<file path="src/rtl/rgb2hsv_pipe_if.sv">
// Pixel stream bundle for rgb2hsv_pipe: RGB pixel in, HSV pixel out, valid/user alongside.
// Threshold controls and out_mask exist only when RGB2HSV_THRESH_EN is defined.
interface rgb2hsv_pipe_if #(
    parameter int DW     = 8,
    parameter int USER_W = 3
);
    logic              in_valid;
    logic [USER_W-1:0] in_user;
    logic [3*DW-1:0]   in_rgb;
    logic              out_valid;
    logic [USER_W-1:0] out_user;
    logic [8:0]        out_hue;
    logic [DW-1:0]     out_sat;
    logic [DW-1:0]     out_val;
`ifdef RGB2HSV_THRESH_EN
    logic [8:0]        th_h_lo;
    logic [8:0]        th_h_hi;
    logic [DW-1:0]     th_s_min;
    logic [DW-1:0]     th_v_min;
    logic              out_mask;

    modport master (
        output in_valid, in_user, in_rgb, th_h_lo, th_h_hi, th_s_min, th_v_min,
        input  out_valid, out_user, out_hue, out_sat, out_val, out_mask
    );
    modport slave (
        input  in_valid, in_user, in_rgb, th_h_lo, th_h_hi, th_s_min, th_v_min,
        output out_valid, out_user, out_hue, out_sat, out_val, out_mask
    );
`else
    modport master (
        output in_valid, in_user, in_rgb,
        input  out_valid, out_user, out_hue, out_sat, out_val
    );
    modport slave (
        input  in_valid, in_user, in_rgb,
        output out_valid, out_user, out_hue, out_sat, out_val
    );
`endif
endinterface

</file>
<file path="src/rtl/rgb2hsv_pipe.sv">
// Fully pipelined RGB->HSV converter, latency 2*DW+3, bit-serial restoring dividers.
// Define RGB2HSV_THRESH_EN to add the colour-threshold mask output.
module rgb2hsv_pipe #(
    parameter int DW       = 8,
    parameter int USER_W   = 3,
    parameter int HUE_FULL = 0
) (
    input  logic          pclk,
    input  logic          rst_n,
    rgb2hsv_pipe_if.slave px
);
    localparam int unsigned NS = 2 * DW;     // divider stages, one quotient bit each
    localparam int unsigned QW = 2 * DW;
    localparam int unsigned PW = 2 * DW + 6; // holds 60*x even when DW < 6

    // S1: register channels with their max/min
    logic [DW-1:0]     in_r, in_g, in_b, in_max, in_min;
    logic [DW-1:0]     s1_r, s1_g, s1_b, s1_max, s1_min;
    logic              s1_valid;
    logic [USER_W-1:0] s1_user;

    always_comb begin
        in_r   = px.in_rgb[3*DW-1:2*DW];
        in_g   = px.in_rgb[2*DW-1:DW];
        in_b   = px.in_rgb[DW-1:0];
        in_max = in_r;
        if (in_g > in_max) in_max = in_g;
        if (in_b > in_max) in_max = in_b;
        in_min = in_r;
        if (in_g < in_min) in_min = in_g;
        if (in_b < in_min) in_min = in_b;
    end

    always_ff @(posedge pclk or negedge rst_n) begin
        if (!rst_n) begin
            s1_r     <= '0;
            s1_g     <= '0;
            s1_b     <= '0;
            s1_max   <= '0;
            s1_min   <= '0;
            s1_valid <= 1'b0;
            s1_user  <= '0;
        end else begin
            s1_r     <= in_r;
            s1_g     <= in_g;
            s1_b     <= in_b;
            s1_max   <= in_max;
            s1_min   <= in_min;
            s1_valid <= px.in_valid;
            s1_user  <= px.in_user;
        end
    end

    // S2: hue sector select (R, then G, then B on ties), dividends and divisors
    logic [DW-1:0] delta, diff, h_dsr, s_dsr;
    logic [8:0]    base;
    logic          neg;
    logic [PW-1:0] h_prod, s_prod;

    always_comb begin
        delta = s1_max - s1_min;
        neg   = 1'b0;
        diff  = '0;
        base  = 9'd0;
        if (s1_max == s1_r) begin
            neg  = s1_g < s1_b;
            diff = neg ? s1_b - s1_g : s1_g - s1_b;
            base = neg ? 9'd360 : 9'd0;
        end else if (s1_max == s1_g) begin
            neg  = s1_b < s1_r;
            diff = neg ? s1_r - s1_b : s1_b - s1_r;
            base = 9'd120;
        end else begin
            neg  = s1_r < s1_g;
            diff = neg ? s1_g - s1_r : s1_r - s1_g;
            base = 9'd240;
        end
        h_prod = PW'(diff) * PW'(60);
        s_prod = PW'({DW{1'b1}}) * PW'(delta);
        h_dsr  = delta;
        s_dsr  = s1_max;
        if (delta == '0) begin
            h_prod = '0;
            s_prod = '0;
            h_dsr  = DW'(1);
            s_dsr  = DW'(1);
            base   = 9'd0;
            neg    = 1'b0;
        end
    end

    // Divider lanes: stage k holds partial remainder, unconsumed dividend bits, divisor.
    logic [DW-1:0]     h_rem [0:NS-1];
    logic [QW-1:0]     h_dvd [0:NS-1];
    logic [DW-1:0]     h_div [0:NS-1];
    logic [DW-1:0]     s_rem [0:NS-1];
    logic [QW-1:0]     s_dvd [0:NS-1];
    logic [DW-1:0]     s_div [0:NS-1];
    logic [6:0]        h_quo [0:NS];
    logic [DW-1:0]     s_quo [0:NS];
    logic              p_valid [0:NS];
    logic [USER_W-1:0] p_user  [0:NS];
    logic [8:0]        p_base  [0:NS];
    logic              p_neg   [0:NS];
    logic [DW-1:0]     p_val   [0:NS];
    logic [DW:0]       h_st [0:NS-1];
    logic [DW:0]       s_st [0:NS-1];

    // Returns {quotient bit, next remainder}; remainder stays below the divisor.
    function automatic logic [DW:0] div_step(input logic [DW-1:0] rem, input logic nb,
                                             input logic [DW-1:0] dsr);
        logic [DW:0]   trial;
        logic [DW-1:0] sub;
        trial = {rem, nb};
        sub   = DW'(trial - {1'b0, dsr});
        if (trial >= {1'b0, dsr}) return {1'b1, sub};
        return {1'b0, trial[DW-1:0]};
    endfunction

    always_comb begin
        for (int unsigned k = 0; k < NS; k++) begin
            h_st[k] = div_step(h_rem[k], h_dvd[k][QW-1], h_div[k]);
            s_st[k] = div_step(s_rem[k], s_dvd[k][QW-1], s_div[k]);
        end
    end

    // Bits of the product above QW preload the remainder; their quotient part is known to be zero.
    always_ff @(posedge pclk or negedge rst_n) begin
        if (!rst_n) begin
            for (int unsigned k = 0; k < NS; k++) begin
                h_rem[k] <= '0;
                h_dvd[k] <= '0;
                h_div[k] <= '0;
                s_rem[k] <= '0;
                s_dvd[k] <= '0;
                s_div[k] <= '0;
            end
            for (int unsigned k = 0; k <= NS; k++) begin
                h_quo[k]   <= '0;
                s_quo[k]   <= '0;
                p_valid[k] <= 1'b0;
                p_user[k]  <= '0;
                p_base[k]  <= '0;
                p_neg[k]   <= 1'b0;
                p_val[k]   <= '0;
            end
        end else begin
            h_rem[0]   <= DW'(h_prod >> QW);
            h_dvd[0]   <= h_prod[QW-1:0];
            h_div[0]   <= h_dsr;
            s_rem[0]   <= DW'(s_prod >> QW);
            s_dvd[0]   <= s_prod[QW-1:0];
            s_div[0]   <= s_dsr;
            h_quo[0]   <= '0;
            s_quo[0]   <= '0;
            p_valid[0] <= s1_valid;
            p_user[0]  <= s1_user;
            p_base[0]  <= base;
            p_neg[0]   <= neg;
            p_val[0]   <= s1_max;
            for (int unsigned k = 0; k < NS; k++) begin
                if (k + 1 < NS) begin
                    h_rem[k+1] <= h_st[k][DW-1:0];
                    h_dvd[k+1] <= {h_dvd[k][QW-2:0], 1'b0};
                    h_div[k+1] <= h_div[k];
                    s_rem[k+1] <= s_st[k][DW-1:0];
                    s_dvd[k+1] <= {s_dvd[k][QW-2:0], 1'b0};
                    s_div[k+1] <= s_div[k];
                end
                h_quo[k+1]   <= {h_quo[k][5:0], h_st[k][DW]};
                s_quo[k+1]   <= {s_quo[k][DW-2:0], s_st[k][DW]};
                p_valid[k+1] <= p_valid[k];
                p_user[k+1]  <= p_user[k];
                p_base[k+1]  <= p_base[k];
                p_neg[k+1]   <= p_neg[k];
                p_val[k+1]   <= p_val[k];
            end
        end
    end

    // Final stage: combine base and quotient, wrap 360 to 0, scale
    logic [9:0] q10, deg;
    logic [8:0] hue9;

    always_comb begin
        q10 = {3'b000, h_quo[NS]};
        deg = p_neg[NS] ? {1'b0, p_base[NS]} - q10 : {1'b0, p_base[NS]} + q10;
        if (deg == 10'd360) deg = '0;
        hue9 = (HUE_FULL != 0) ? deg[8:0] : deg[9:1];
    end

`ifdef RGB2HSV_THRESH_EN
    logic hue_in, mask_d;

    always_comb begin
        if (px.th_h_lo <= px.th_h_hi)
            hue_in = (hue9 >= px.th_h_lo) && (hue9 <= px.th_h_hi);
        else
            hue_in = (hue9 >= px.th_h_lo) || (hue9 <= px.th_h_hi);
        mask_d = p_valid[NS] && hue_in && (s_quo[NS] >= px.th_s_min) &&
                 (p_val[NS] >= px.th_v_min);
    end
`endif

    always_ff @(posedge pclk or negedge rst_n) begin
        if (!rst_n) begin
            px.out_valid <= 1'b0;
            px.out_user  <= '0;
            px.out_hue   <= '0;
            px.out_sat   <= '0;
            px.out_val   <= '0;
`ifdef RGB2HSV_THRESH_EN
            px.out_mask  <= 1'b0;
`endif
        end else begin
            px.out_valid <= p_valid[NS];
            px.out_user  <= p_user[NS];
            px.out_hue   <= hue9;
            px.out_sat   <= s_quo[NS];
            px.out_val   <= p_val[NS];
`ifdef RGB2HSV_THRESH_EN
            px.out_mask  <= mask_d;
`endif
        end
    end
endmodule

</file>
<file path="src/flat_wrapper.sv">
// flat-port wrapper written by rule: the top's interface ports become plain ports
module rgb2hsv_pipe_flat 
#(
    parameter int DW       = 8,
    parameter int USER_W   = 3,
    parameter int HUE_FULL = 0
)
  (pclk, rst_n, px_in_valid, px_in_user, px_in_rgb, px_out_valid, px_out_user, px_out_hue, px_out_sat, px_out_val);
  rgb2hsv_pipe_if #(.DW(DW), .USER_W(USER_W)) px_i ();
  input  logic pclk;
  input  logic rst_n;
  input wire logic [$bits(px_i.in_valid)-1:0] px_in_valid;
  input wire logic [$bits(px_i.in_user)-1:0] px_in_user;
  input wire logic [$bits(px_i.in_rgb)-1:0] px_in_rgb;
  output wire logic [$bits(px_i.out_valid)-1:0] px_out_valid;
  output wire logic [$bits(px_i.out_user)-1:0] px_out_user;
  output wire logic [$bits(px_i.out_hue)-1:0] px_out_hue;
  output wire logic [$bits(px_i.out_sat)-1:0] px_out_sat;
  output wire logic [$bits(px_i.out_val)-1:0] px_out_val;
  assign px_i.in_valid = px_in_valid;
  assign px_i.in_user = px_in_user;
  assign px_i.in_rgb = px_in_rgb;
  assign px_out_valid = px_i.out_valid;
  assign px_out_user = px_i.out_user;
  assign px_out_hue = px_i.out_hue;
  assign px_out_sat = px_i.out_sat;
  assign px_out_val = px_i.out_val;
  rgb2hsv_pipe #(.DW(DW), .USER_W(USER_W), .HUE_FULL(HUE_FULL)) u_core (.pclk(pclk), .rst_n(rst_n), .px(px_i));
endmodule
</file>
<file path="config.mk">
export PLATFORM = sky130hd
export DESIGN_NAME = rgb2hsv_pipe_flat
export DESIGN_NICKNAME = d
export VERILOG_FILES = /design/src/rtl/rgb2hsv_pipe_if.sv /design/src/rtl/rgb2hsv_pipe.sv /design/src/flat_wrapper.sv
export SDC_FILE = /design/constraint.sdc
export NUM_CORES = 2
export LEC_CHECK = 0
export ABC_AREA = 1
export BUFFER_PORTS_ARGS = -buffer_cell sky130_fd_sc_hd__buf_4
export CELL_PAD_IN_SITES_DETAIL_PLACEMENT = 0
export CELL_PAD_IN_SITES_GLOBAL_PLACEMENT = 1
export CORE_MARGIN = 2
export CORE_UTILIZATION = 51
export DETAILED_ROUTE_END_ITERATION = 8
export PLACE_DENSITY = 0.8
export SETUP_SLACK_MARGIN = 0.02
export SLEW_MARGIN = 10
export SYNTH_ARGS = -nofsm -noshare
export SYNTH_HDL_FRONTEND = slang
export SYNTH_SLANG_ARGS = --single-unit
</file>
<file path="constraint.sdc">
create_clock -name pclk -period 6.3 [get_ports pclk]
set_input_delay 0.63 -clock pclk [delete_from_list [all_inputs] [get_ports pclk]]
set_output_delay 0.63 -clock pclk [all_outputs]
set_load 0.01 [all_outputs]
</file>
Word-level counts from Yosys, hierarchy flattened

Cells that the tools add are included.

Memories kept: 0
Bits in writable memories: 0
Input bits: 30
Latch bits: 0
ROM bits: 0
Bits in registers: 1288

Magnitude comparators: 39
Eq/ne operators: 3
Add/sub/neg operators: 41
Div/mod/pow operators: 0
Shift-type cells: 0
Reductions and logical operators: 1
Multiply operators: 2
Bitwise gates (word level): 0
Mux-type cells: 118

Operators with widths:

| operator                                                               | count |
|---|---|
| 9-bit 2-to-1 mux                                                       | 67 |
| 8-bit subtractor                                                       | 37 |
| 9-bit by 8-bit greater-or-equal comparator with 1-bit output           | 30 |
| 8-bit 2-to-1 mux                                                       | 12 |
| 8-bit < comparator                                                     | 5 |
| 1-bit 2-to-1 mux                                                       | 35 |
| 10-bit 2-to-1 mux                                                      | 2 |
| 8-bit equality test                                                    | 2 |
| 7-bit by 8-bit greater-or-equal comparator with 1-bit output           | 2 |
| 8-bit > comparator                                                     | 2 |
| 8-bit by 8-bit multiplier with 16-bit output, first input constant     | 1 |
| 16-bit 2-to-1 mux                                                      | 1 |
| 7-bit by 8-bit subtractor with 8-bit output                            | 2 |
| 14-bit 2-to-1 mux                                                      | 1 |
| 8-bit by 4-bit multiplier with 12-bit output, second input constant    | 1 |
| 9-bit by 7-bit adder with 10-bit output                                | 1 |
| 10-bit by 9-bit equality test with 1-bit output, second input constant | 1 |
| 9-bit by 7-bit subtractor with 10-bit output                           | 1 |
| 8-bit zero test                                                        | 1 |

Logic depth before layout (Yosys ltp)

Depth in word-level cells: 6
Mapped depth: 33
Mapped depth without buffers: 33

Worst setup path after synthesis

Ideal clock, no wire load.

Path kind: register to register
Start: reg u_core.s1_max[0]
End: reg u_core.s_dvd[254] (netlist name)
Setup time: 117 ps
Cell stages (with the launch flop): 31
Data required time: 6183 ps
Data arrival time: 5436 ps
Slack: 747 ps
Cell sequence: dfrtp_1 inv_1 ha_1 inv_1 fa_1 nand3_1 nand3_1 nand2_1 nand2_1 a21oi_1 xnor2_1 inv_1 fa_1 inv_1 fa_1 fa_1 inv_1 fa_1 inv_1 ha_1 nand2_1 o21ai_0 a21oi_1 o21bai_1 nand2_1 nand2_1 nand2_1 nand2_1 nand2_1 nand2_1 nor2_1

Cells in the longest elaborated chain, start to end: 3

RTL lines:

| element                                                                         | RTL line                               | text |
|---|---|---|
| start, declared                                                                 | rgb2hsv_pipe.sv:18                     | `logic [DW-1:0] s1_r, s1_g, s1_b, s1_max, s1_min;` |
| start signal, assigned                                                          | rgb2hsv_pipe.sv:47                     | `s1_max <= in_max;` |
| 8-bit subtractor *                                                              | rgb2hsv_pipe.sv:61                     | `delta = s1_max - s1_min;` |
| 8-bit by 8-bit multiplier with 16-bit output or 8-bit zero test (tied branches) | rgb2hsv_pipe.sv:79, rgb2hsv_pipe.sv:82 |  |
| 16-bit 2-to-1 mux *                                                             | rgb2hsv_pipe.sv:82                     | `if (delta == '0) begin` |
| net u_core.s_prod[14]                                                           | rgb2hsv_pipe.sv:58                     | `logic [PW-1:0] h_prod, s_prod;` |
| end signal, assigned by index                                                   | rgb2hsv_pipe.sv:167                    | `s_dvd[k+1] <= {s_dvd[k][QW-2:0], 1'b0};` |
| end, declared                                                                   | rgb2hsv_pipe.sv:97                     | `logic [QW-1:0] s_dvd [0:NS-1];` |

Mark *: on every way through the listed nets, which the timed path passes. The rest lies on a longest branch.

Final worst setup path

Ends and elaborated chain as after synthesis.

==> summary.txt <==
Timing
  – Slew HR: 23.5%
  – RSZ-0062 raised after global routing: false
  – Final Cycle Share: 92.5%
  – Fmax: 172 MHz
  – Clock period minus worst slack: 5.83 ns
  – Hold WS: -0.0273 ns
  – Worst slew pin tran: 1.14 ns
  – Slew Viols, Final: 0
  – Setup TNS: 0 ns
  – Final worst slack: 0.474 ns
  – Hold Vio Cnt, Final: 14
  – Clk_skew: 0.0240 ns
  – Final setup vio count: 0

Logic synthesis
  – Top cell type by total area after synthesis: dfrtp_1
  – Ys flop type: dfrtp_1
  – EDFF count, synth: 0
  – Synth Area in XOR/XNOR: 3.37%
  – Register area share after synthesis: 60.7%
  – Synthesis-stage register bit count: 1177
  – Synth warn: 0
  – Post-synth ARST share: 100%
  – Yosys cell types: 57
  – Top cells by area, synth: dfrtp_1, ha_1, inv_1
  – Cell Area, Synth: 48500 sq um
  – Post-Synthesis Cells: 4329
  – Synth Area in Adders: 12.7%
  – Post-synth top area share: 60.7%
  – Synth Area in Compound Gates: 6.97%
  – Post-Synth Simple-Gate Area: 10.1%
  – Mapped Avg Cell Area: 11.2 sq um
  – Mux cell area share after synthesis: 0%
  – Combinational family with the most area after synthesis: adder cells

Critical path
  – Critical path peak fanout: 5
  – CP startpoint kind: register
  – Critical path's slowest cell: fa_2
  – Top cell by count, worst path: nand2_1
  – R2R Path End: u_core.s_dvd[254]$_DFF_PN0_
  – CP arrival: 6.40 ns
  – R2R Path Start: u_core.s1_max[0]$_DFF_PN0_
  – Crit-path max cell delay: 0.63 ns
  – CP Capture Type: register
  – Setup CP Type: register to register
  – Worst Path Required: 6.88 ns
  – Worst Reg-to-Reg Cells: 30
  – Flop2flop setup slack: 0.47 ns

Clocking
  – Worst-path clk slew: 0.06 ns
  – Clk root buf: clkbuf_16
  – Clk sink count: 1177
  – CTS Buf Count: 116
  – Max H-tree Level: 3
  – Clk Latency, worst-skew pair: 0.69 ns
  – TritonCTS clock tree: built
  – Longest Clk Path Bufs: 3

Cells and area
  – Area growth syn-to-layout: 12.3%
  – Layout cells sized above 1: 8.04%
  – # nets final: 4959
  – Most frequent cells in the layout: dfrtp_1, inv_1, nand2_1, ha_1, a21oi_1
  – Diode count: 0
  – Most common cell after layout, fill and taps aside: dfrtp_1
  – Post-Route Utilization: 57.6%

Floorplanning
  – Initial Utilization: 51.3%
  – Die ar.: 97600 sq um
  – Io pins: 59
  – Die W: 312 um
  – Core area: 94600 sq um
  – Die Y: 312 um
  – Site row count: 113

Run status
  – Failing checks: hold timing
  – Status: finished, violations left

Placement
  – Number of buffer cells added on primary ports: 58
  – Post-detail-place hpwl: 56.8 mm
  – Dpl ws: 0.259 ns
  – Placer Congestion: 0.817

GRT
  – GR Util All Layers: 17.0%
  – Vias in the first global route: 29200
  – Largest net degree at the start of global routing: 191
  – Grt total ovfl: 0
  – Initial antenna violation count: 0
  – Global-route wire length before repair: 137 mm

Route
  – DRC: 0
  – DR iter-0 viols: 1352
  – Final WL: 79.3 mm
  – DR vias/cell: 4.79
  – DR WL/cell: 13.6 um
  – Via count: 28000
  – Pre-Repair DR Iteration Count: 5
  – Antenna-violating nets left: 0

Min path
  – Hold Crit Class: input port to asynchronous set/reset pin

Flow run
  – Max-cap viol count: 0
## cells by family after synthesis
| family | after synthesis |
|---|---|
| and+or+nand+nor | 1142 |
| buffers and inverters | 756 |
| xor gates and xnor gates | 187 |
| DFF | 1177 |
| adders and majority gates | 450 |
| other | 1 |
| AOI/OAI and AO/OA | 616 |
## routing by layer
layer,vias up,global-route usage (%),share of wire (%)
met2,360,30.9,52
li1,14100,-,-
met4,0,7.27,3.7
met5,-,0,0
met3,184,2.65,3.4
met1,13400,20.0,41
## cells in the mapped netlist, types with 6 or more instances
master    number
dfrtp_1     1177
inv_1        708
nand2_1      615
ha_1         380
a21oi_1      291
nor2_1       256
o21ai_0      169
xor2_1       134
nand3_1      114
fa_1          70
o21ai_1       60
xnor2_1       53
nand4_1       46
nand2_2       26
nor3_1        24
a21o_1        20
buf_4         18
o21ai_2       17
a21oi_2       12
nand3_2       11
o21bai_1      11
nand3b_1       9
or4_1          9
buf_6          8
a31oi_1        7
buf_2          7
inv_2          7
or2_2          7
or3_1          7
a211oi_1       6
nand4_2        6
o211ai_1       6
## sequential cells by signal, summed over array words and instances (netlist names), 9 cells and up
signal and count:
u_core.h_dvd 102, u_core.p_neg 17, u_core.s_dvd 136, u_core.p_valid 17, u_core.h_quo 28, u_core.p_user 51, u_core.p_base 85, u_core.px.out_hue 9
u_core.p_val 136, u_core.h_div 128, u_core.h_rem 120, u_core.s_div 128, u_core.s_rem 120, u_core.s_quo 36
## worst max-delay path: cells and delay by family, from the launching register on
family	cells	cell delay, ns
adders and majority gates	7	3.13
and+or+nand+nor	12	0.78
AOI/OAI and AO/OA	4	0.69
buffers and inverters	6	0.53
DFF	1	0.41
xor gates and xnor gates	1	0.17
## worst max path at each step
| stage | startpoint | end | slack [ns] | cells past startpoint |
|---|---|---|---|---|
| global route | u_core.s1_max[0]$_DFF_PN0_ | u_core.s_dvd[254]$_DFF_PN0_ | 0.02 | 30 |
| detailed placement | u_core.s1_max[0]$_DFF_PN0_ | u_core.s_dvd[254]$_DFF_PN0_ | 0.26 | 30 |
| CTS | u_core.s1_max[0]$_DFF_PN0_ | u_core.s_dvd[254]$_DFF_PN0_ | 0.26 | 30 |
| global placement | u_core.s1_max[0]$_DFF_PN0_ | u_core.s_dvd[254]$_DFF_PN0_ | 0.32 | 30 |
| finish | u_core.s1_max[0]$_DFF_PN0_ | u_core.s_dvd[254]$_DFF_PN0_ | 0.47 | 30 |
| floorplan | u_core.s1_max[0]$_DFF_PN0_ | u_core.s_dvd[254]$_DFF_PN0_ | 0.75 | 30 |
## metrics by stage
| stage | std cells | area (sq um) |
|---|---|---|
| global placement | 5625 | 50400 |
| global route | 5841 | 54500 |
| detailed placement | 5625 | 50400 |
| CTS | 5841 | 54500 |
| finish | 5841 | 54500 |
| floorplan | 4331 | 48500 |
## cell type report
type / instances / area [sq um]
Multi-Input combinational cell: 2398 / 16100
Tap cell: 1265 / 1580
Sequential cell: 1177 / 29500
Clock buffer: 162 / 3380
Timing Repair Buffer: 68 / 613
Fill cell: 7675 / 40100
Clock inverter: 53 / 671
Inverter: 718 / 2700
## what timing repair did
item,CTS,global route
hold buffers,1,0
endpoints found under the setup margin,0,5
setup buffers,0,0
endpoints found under the hold margin,1,0
resized for setup,0,7
Power is not shown: default switching activity piles up to over one toggle a cycle in this logic, so the estimate is an artifact.
